==> src/rtl/pdm_cic_decimator_pkg.sv <==
// pdm_pkg: shared constants for the PDM microphone front end.
//   CIC_ORDER  number of integrator/comb pairs in the decimator
//   OUT_W      width of the PCM sample handed to the register block
//   acc_w()    accumulator width needed for lossless-modulo CIC arithmetic
package pdm_pkg;

  localparam int CIC_ORDER = 3;
  localparam int OUT_W     = 16;

  // Bit growth of an N-stage CIC is N*log2(R); two extra bits cover the
  // sign of the +/-1 input and the +R^N full-scale corner.
  function automatic int acc_w(input int decim);
    return 2 + CIC_ORDER * $clog2(decim);
  endfunction

endpackage

==> src/rtl/pdm_cic_decimator_if.sv <==
// pdm_cic_decimator_if: sample hand-off between the PDM decimator and the
// register block.
//   sample_o        decimated PCM sample, two's complement
//   sample_valid_o  sample_o holds an unread sample
//   sample_ack_i    1-cycle pulse from the register block: sample consumed
//   overrun_clr_i   1-cycle pulse: clear the sticky overrun flag
//   overrun_o       a sample was overwritten before it was read
// master = decimator side, slave = register-block side.
interface pdm_cic_decimator_if;
  import pdm_pkg::*;

  logic [OUT_W-1:0] sample_o;
  logic             sample_valid_o;
  logic             sample_ack_i;
  logic             overrun_clr_i;
  logic             overrun_o;

  modport master (
    output sample_o, sample_valid_o, overrun_o,
    input  sample_ack_i, overrun_clr_i
  );

  modport slave (
    input  sample_o, sample_valid_o, overrun_o,
    output sample_ack_i, overrun_clr_i
  );

endinterface

==> src/rtl/pdm_cic_decimator_clk_gen.sv <==
// pdm_clk_gen: microphone clock generator and PDM sample strobe.
//   clk, rst_n  system clock, async active-low reset
//   enable      0 holds pdm_clk_o low and the divider at zero
//   clk_div     half-period in clk cycles minus 1 (0 behaves as 1)
//   pdm_clk_o   microphone clock
//   strobe_o    high in the cycle pdm_clk_o falls (end of the high phase)
module pdm_clk_gen #(
  parameter int DIV_W = 8
) (
  input  logic             clk,
  input  logic             rst_n,
  input  logic             enable,
  input  logic [DIV_W-1:0] clk_div,
  output logic             pdm_clk_o,
  output logic             strobe_o
);

  logic [DIV_W-1:0] hc;
  logic [DIV_W-1:0] lim;
  logic [DIV_W-1:0] div_eff;
  logic             tc;

  assign div_eff  = (clk_div == '0) ? DIV_W'(1) : clk_div;
  assign tc       = (hc == lim);
  assign strobe_o = enable & tc & pdm_clk_o;

  // lim is a shadow of clk_div that only moves at a terminal count (or while
  // stopped), so a mid-phase change can never shorten the current phase.
  always_ff @(posedge clk or negedge rst_n) begin
    if (!rst_n) begin
      hc        <= '0;
      lim       <= DIV_W'(1);
      pdm_clk_o <= 1'b0;
    end else if (!enable) begin
      hc        <= '0;
      lim       <= div_eff;
      pdm_clk_o <= 1'b0;
    end else if (tc) begin
      hc        <= '0;
      lim       <= div_eff;
      pdm_clk_o <= ~pdm_clk_o;
    end else begin
      hc        <= hc + DIV_W'(1);
    end
  end

endmodule

==> src/rtl/pdm_cic_decimator.sv <==
// pdm_cic_decimator: PDM microphone front end. Generates the mic clock,
// samples the 1-bit stream and decimates it with a 3rd-order CIC filter.
//   clk, rst_n  system clock, async active-low reset
//   enable      1 = run, 0 = stop mic clock and flush the filter
//   clk_div     pdm_clk_o half-period in clk cycles minus 1
//   pdm_data_i  synchronized PDM bit
//   pdm_clk_o   microphone clock
//   smp         sample/valid/ack/overrun hand-off (master side)
module pdm_cic_decimator
  import pdm_pkg::*;
#(
  parameter int DECIM = 32,
  parameter int DIV_W = 8
) (
  input  logic                        clk,
  input  logic                        rst_n,
  input  logic                        enable,
  input  logic [DIV_W-1:0]            clk_div,
  input  logic                        pdm_data_i,
  output logic                        pdm_clk_o,
  pdm_cic_decimator_if.master         smp
);

  localparam int ACC_W = acc_w(DECIM);
  localparam int DC_W  = $clog2(DECIM);

  if (DECIM != 32 && DECIM != 64) begin : g_bad_decim
    $error("pdm_cic_decimator: DECIM must be 32 or 64");
  end

  logic             strobe;
  logic [ACC_W-1:0] x;
  logic [ACC_W-1:0] i1, i2, i3;
  logic [ACC_W-1:0] d1, d2, d3;
  logic [ACC_W-1:0] c1, c2, c3;
  logic [DC_W-1:0]  dc;
  logic             comb_fire;
  logic             load;

  pdm_clk_gen #(.DIV_W(DIV_W)) u_clk_gen (
    .clk       (clk),
    .rst_n     (rst_n),
    .enable    (enable),
    .clk_div   (clk_div),
    .pdm_clk_o (pdm_clk_o),
    .strobe_o  (strobe)
  );

  // bit 1 -> +1, bit 0 -> -1 (all ones at ACC_W bits)
  assign x = pdm_data_i ? ACC_W'(1) : '1;

  assign c1 = i3 - d1;
  assign c2 = c1 - d2;
  assign c3 = c2 - d3;

  // Integrators and decimation counter. The comb runs one cycle after the
  // DECIM-th strobe so it sees i3 including that strobe's update.
  always_ff @(posedge clk or negedge rst_n) begin
    if (!rst_n) begin
      i1        <= '0;
      i2        <= '0;
      i3        <= '0;
      d1        <= '0;
      d2        <= '0;
      d3        <= '0;
      dc        <= '0;
      comb_fire <= 1'b0;
    end else if (!enable) begin
      i1        <= '0;
      i2        <= '0;
      i3        <= '0;
      d1        <= '0;
      d2        <= '0;
      d3        <= '0;
      dc        <= '0;
      comb_fire <= 1'b0;
    end else begin
      comb_fire <= strobe && (dc == DC_W'(DECIM - 1));
      if (strobe) begin
        i1 <= i1 + x;
        i2 <= i2 + i1;
        i3 <= i3 + i2;
        dc <= dc + DC_W'(1);
      end
      if (comb_fire) begin
        d1 <= i3;
        d2 <= c1;
        d3 <= c2;
      end
    end
  end

  assign load = comb_fire & enable;

  always_ff @(posedge clk or negedge rst_n) begin
    if (!rst_n) begin
      smp.sample_o       <= '0;
      smp.sample_valid_o <= 1'b0;
      smp.overrun_o      <= 1'b0;
    end else begin
      if (!enable) begin
        smp.sample_valid_o <= 1'b0;
      end else if (load) begin
        smp.sample_o       <= c3[ACC_W-1 -: OUT_W];
        smp.sample_valid_o <= 1'b1;
      end else if (smp.sample_ack_i) begin
        smp.sample_valid_o <= 1'b0;
      end

      // set has priority over clear
      if (load && smp.sample_valid_o && !smp.sample_ack_i) begin
        smp.overrun_o <= 1'b1;
      end else if (smp.overrun_clr_i) begin
        smp.overrun_o <= 1'b0;
      end
    end
  end

endmodule
==> src/flat_wrapper.sv <==
// flat-port wrapper written by rule: the top's interface ports become plain ports
module pdm_cic_decimator_flat import pdm_pkg::*;
#(
  parameter int DECIM = 32,
  parameter int DIV_W = 8
)
  (clk, rst_n, enable, clk_div, pdm_data_i, pdm_clk_o, smp_sample_o, smp_sample_valid_o, smp_overrun_o, smp_sample_ack_i, smp_overrun_clr_i);
  pdm_cic_decimator_if smp_i ();
  input  logic clk;
  input  logic rst_n;
  input  logic enable;
  input  logic [DIV_W-1:0] clk_div;
  input  logic pdm_data_i;
  output logic pdm_clk_o;
  output wire logic [$bits(smp_i.sample_o)-1:0] smp_sample_o;
  output wire logic [$bits(smp_i.sample_valid_o)-1:0] smp_sample_valid_o;
  output wire logic [$bits(smp_i.overrun_o)-1:0] smp_overrun_o;
  input wire logic [$bits(smp_i.sample_ack_i)-1:0] smp_sample_ack_i;
  input wire logic [$bits(smp_i.overrun_clr_i)-1:0] smp_overrun_clr_i;
  assign smp_sample_o = smp_i.sample_o;
  assign smp_sample_valid_o = smp_i.sample_valid_o;
  assign smp_overrun_o = smp_i.overrun_o;
  assign smp_i.sample_ack_i = smp_sample_ack_i;
  assign smp_i.overrun_clr_i = smp_overrun_clr_i;
  pdm_cic_decimator #(.DECIM(DECIM), .DIV_W(DIV_W)) u_core (.clk(clk), .rst_n(rst_n), .enable(enable), .clk_div(clk_div), .pdm_data_i(pdm_data_i), .pdm_clk_o(pdm_clk_o), .smp(smp_i));
endmodule
==> config.mk <==
export PLATFORM = sky130hd
export DESIGN_NAME = pdm_cic_decimator_flat
export DESIGN_NICKNAME = d
export VERILOG_FILES = /design/src/rtl/pdm_cic_decimator_pkg.sv /design/src/rtl/pdm_cic_decimator_if.sv /design/src/rtl/pdm_cic_decimator_clk_gen.sv /design/src/rtl/pdm_cic_decimator.sv /design/src/flat_wrapper.sv
export SDC_FILE = /design/constraint.sdc
export NUM_CORES = 1
export LEC_CHECK = 0
export CAP_MARGIN = 30
export CORE_ASPECT_RATIO = 0.7
export CORE_UTILIZATION = 45
export DETAILED_ROUTE_END_ITERATION = 16
export HOLD_SLACK_MARGIN = 0.08
export PLACE_DENSITY = 0.61
export SLEW_MARGIN = 20
export SYNTH_ARGS = -nofsm -noshare
export SYNTH_HDL_FRONTEND = slang
export SYNTH_SLANG_ARGS = --single-unit
==> constraint.sdc <==
create_clock -name clk -period 6.3 [get_ports clk]
set_clock_uncertainty 0.15 [all_clocks]
set_input_delay 1.89 -clock clk [delete_from_list [all_inputs] [get_ports clk]]
set_output_delay 1.89 -clock clk [all_outputs]
set_load 0.1 [all_outputs]
==> results.json <==
{
  "antenna_found_initial": 0,
  "synth_top_area_frac": 0.3443,
  "grt.met1_usage": 0.3043,
  "overflow": 0,
  "syn_area_sq_mm": 0.01032,
  "slew_headroom": 0.3541,
  "layout_commonest_cell": "dfrtp_1",
  "drt_iter0_markers": 542,
  "drc": 0,
  "cts_tree": "done",
  "critPathKind": "reg -> reg",
  "grt_busiest_layer": "met1",
  "numCtsBuffers": 17,
  "async_flop_share": 1.000,
  "ys_ff_latch": 143,
  "arrival_ps": 5530,
  "hold_violations": 0,
  "totalWireLength_um": 21660,
  "drive_above_1_share": 0.06219,
  "grt_use_met2": 0.2744,
  "cp_top_family": "compound AO/OA/AOI/OAI gates",
  "fin_tns_setup_ps": 0,
  "htreeDepth": 4,
  "die-area_sq_mm": 0.02355,
  "row_count": 45,
  "max_stage_delay_ps": 570,
  "synth_nets": 1282,
  "hold_buffers": 0,
  "syn_inst": 1165,
  "clk_latency_ps": 430,
  "cts_sinks": 143,
  "multi_input_area_sq_mm": 0.006327,
  "final_cell_mix": "141 x dfrtp_1, 122 x nor2_1, 112 x nand2_1",
  "dp_slack_ps": 1010,
  "setup_viol": 0,
  "dpl_cell_area_sq_mm": 0.01102,
  "power_density_mw_per_mm2": 181.5,
  "drtAntennaViolNets": 0,
  "post-route-util": 0.5289,
  "diodes": 0,
  "first_global_vias": 7520,
  "syn_avg_cell_area_sq_um": 8.858,
  "crit_buf_inv": 2,
  "nets": 1310,
  "ios": 33,
  "yosysWarnings": 0,
  "startpoint_type": "flop",
  "coreArea_sq_mm": 0.02207,
  "synthTopCellsByArea": "dfrtp_1 34%, ha_1 12%, xnor2_1 4.8%, a21oi_1 4.5%, nor2_1 4.4%",
  "synth_area_leader_cell": "dfrtp_1",
  "cp_common_cell": "ha_1",
  "layout_worst_path_cycle_share": 0.8452,
  "crit_chain": "inv_1 > ha_1 > inv_1 > fa_1 > a211oi_1 > o211a_1 > or2_2 > o21a_1 > xnor2_1 > ha_1 > nand4_1 > a211oi_1 > o211ai_1 > nand3_1 > xor2_1 > ha_1 > nand3_1 > nor3_1 > nor2_1 > a211o_1 > xnor3_1 > o21ai_1",
  "p_leak_nw": 5.264,
  "start_util": 0.4676,
  "maxSlewViolCount": 0,
  "cts_buffer_depth": 2,
  "grt_use_total": 0.1955,
  "num_vias": 8174,
  "cts_resized": 0,
  "vias_per_cell": 5.410,
  "met3_usage": 0.03425,
  "clk_pin_slew_ps": 60,
  "final_area_sq_mm": 0.01167,
  "path_max_fanout": 6,
  "yosys.cell_types.count": 71,
  "stdcell_count": 1511,
  "tightest_slew_ps": 965.8,
  "place_congestion": 0.7958,
  "numPortBuffers": 32,
  "final.setup.worst_slack_ps": 975.6,
  "crit_required_ps": 6510,
  "dp.cells": 1478,
  "post-route-min-period_ps": 5324,
  "drt-pass1-iter-count": 5,
  "die_w_um": 183,
  "drv_cap": 0,
  "min_path_type": "reg -> reg",
  "crit_slowest_cell": "a211oi_1",
  "grt_setup_unrepaired": "no",
  "grt_max_degree": 81,
  "ff2ff_setup_slack_ps": 980,
  "die_y_um": 128.7,
  "grt_pass1_wl_um": 37110,
  "layout.area.seq_sq_mm": 0.003581,
  "syn_to_final_growth_pct": 13.11,
  "ir_drop_v": 0.0001900,
  "wl_per_cell_um": 14.34,
  "cts_setup_buffers": 0,
  "crit_path_end_kind": "flop",
  "root_buffer": "clkbuf_16",
  "nFillCells": 2075,
  "fmax_mhz": 187.8,
  "synth_ff_type": "dfrtp_1",
  "synth_edf_count": 0,
  "status": "complete, no violations",
  "ys_seq_area_frac": 0.3469,
  "hpwl_um": 15340
}
per-stage QoR:
stage,hold slack [ps],power (mW)
global route,347.6,2.202
global placement,314.7,1.037
detailed placement,320.8,1.037
finish,329.1,2.118
CTS,335.3,2.147
floorplan,335.4,0.9926
synthesized netlist by cell type, types with 23 or more instances:
cell	count
a211oi_1	23
a21o_1	24
a21oi_1	92
clkbuf_1	28
dfrtp_1	142
ha_1	97
inv_1	73
mux2i_1	45
nand2_1	112
nand3_1	43
nor2_1	122
nor3_1	32
o21ai_0	43
xnor2_1	57
xor2_1	24
path summary, 6_finish.rpt:
path | start | to | depth (start not counted)
max | u_core.i3[0] | u_core.smp.sample_o[15] | 22
min | u_core.smp.sample_o[5] | u_core.smp.sample_o[5] | 2
max reg2reg | u_core.i3[0] | u_core.smp.sample_o[15] | 22
min reg2reg | u_core.smp.sample_o[5] | u_core.smp.sample_o[5] | 2
max in group asynchronous | rst_n | u_core.i2[7] | 2
min in group asynchronous | rst_n | u_core.smp.sample_o[14] | 1
sequential cells by signal, summed over array words and instances (netlist names):
name / flops
u_core.d2: 17
u_core.smp.overrun_o: 1
u_core.smp.sample_valid_o: 1
u_core.u_clk_gen.lim: 8
u_core.smp.sample_o: 16
u_core.i3: 17
u_core.u_clk_gen.hc: 8
u_core.d3: 17
u_core.dc: 5
u_core.d1: 17
u_core.comb_fire: 1
u_core.i2: 17
u_core.i1: 17
u_core.u_clk_gen.pdm_clk_o: 1
metal layers:
layer	up-vias	wire length, um
li1	4218	-
met1	3862	12100
met2	80	8786
met3	14	575
met4	0	197
met5	-	0
cells by family (layout without fill, tap and decap cells):
kind of cell,Yosys count,count (layout),share of synthesized area
xor gates and xnor gates,82,82,0.07093
and+or+nand+nor,396,396,0.1794
DFF,143,143,0.3469
AOI/OAI and AO/OA,278,278,0.1810
adders and majority gates,103,103,0.1292
buffers and inverters,110,151,0.04013
muxes,53,53,0.05238
worst reg2reg max path: cells and delay by family, from the launching register on:
family          cells  cell delay [ps]
compound gates      7             1900
buf+inv             2              120
flops               1              410
simple gates        6              860
fa+ha+maj           4             1330
xor+xnor            3              490
layout make-up:
cell class,count,share of cell area
multi-input combinational,912,0.5421
sequential,143,0.3068
clock buffer,18,0.03677
tap,305,0.03269
inverter,73,0.02358
timing repair buffer,46,0.04063
clock inverter,14,0.01747
power breakdown:
| part | internal [mW] | leakage [nW] | switching [mW] | total, mW |
|---|---|---|---|---|
| clock | 0.671 | 0.304 | 0.429 | 1.10 |
| combinational | 0.0307 | 2.99 | 0.0557 | 0.0865 |
| sequential | 0.926 | 1.97 | 0.00599 | 0.932 |
| total | 1.63 | 5.26 | 0.491 | 2.12 |
(Power assumes the default switching activity.)
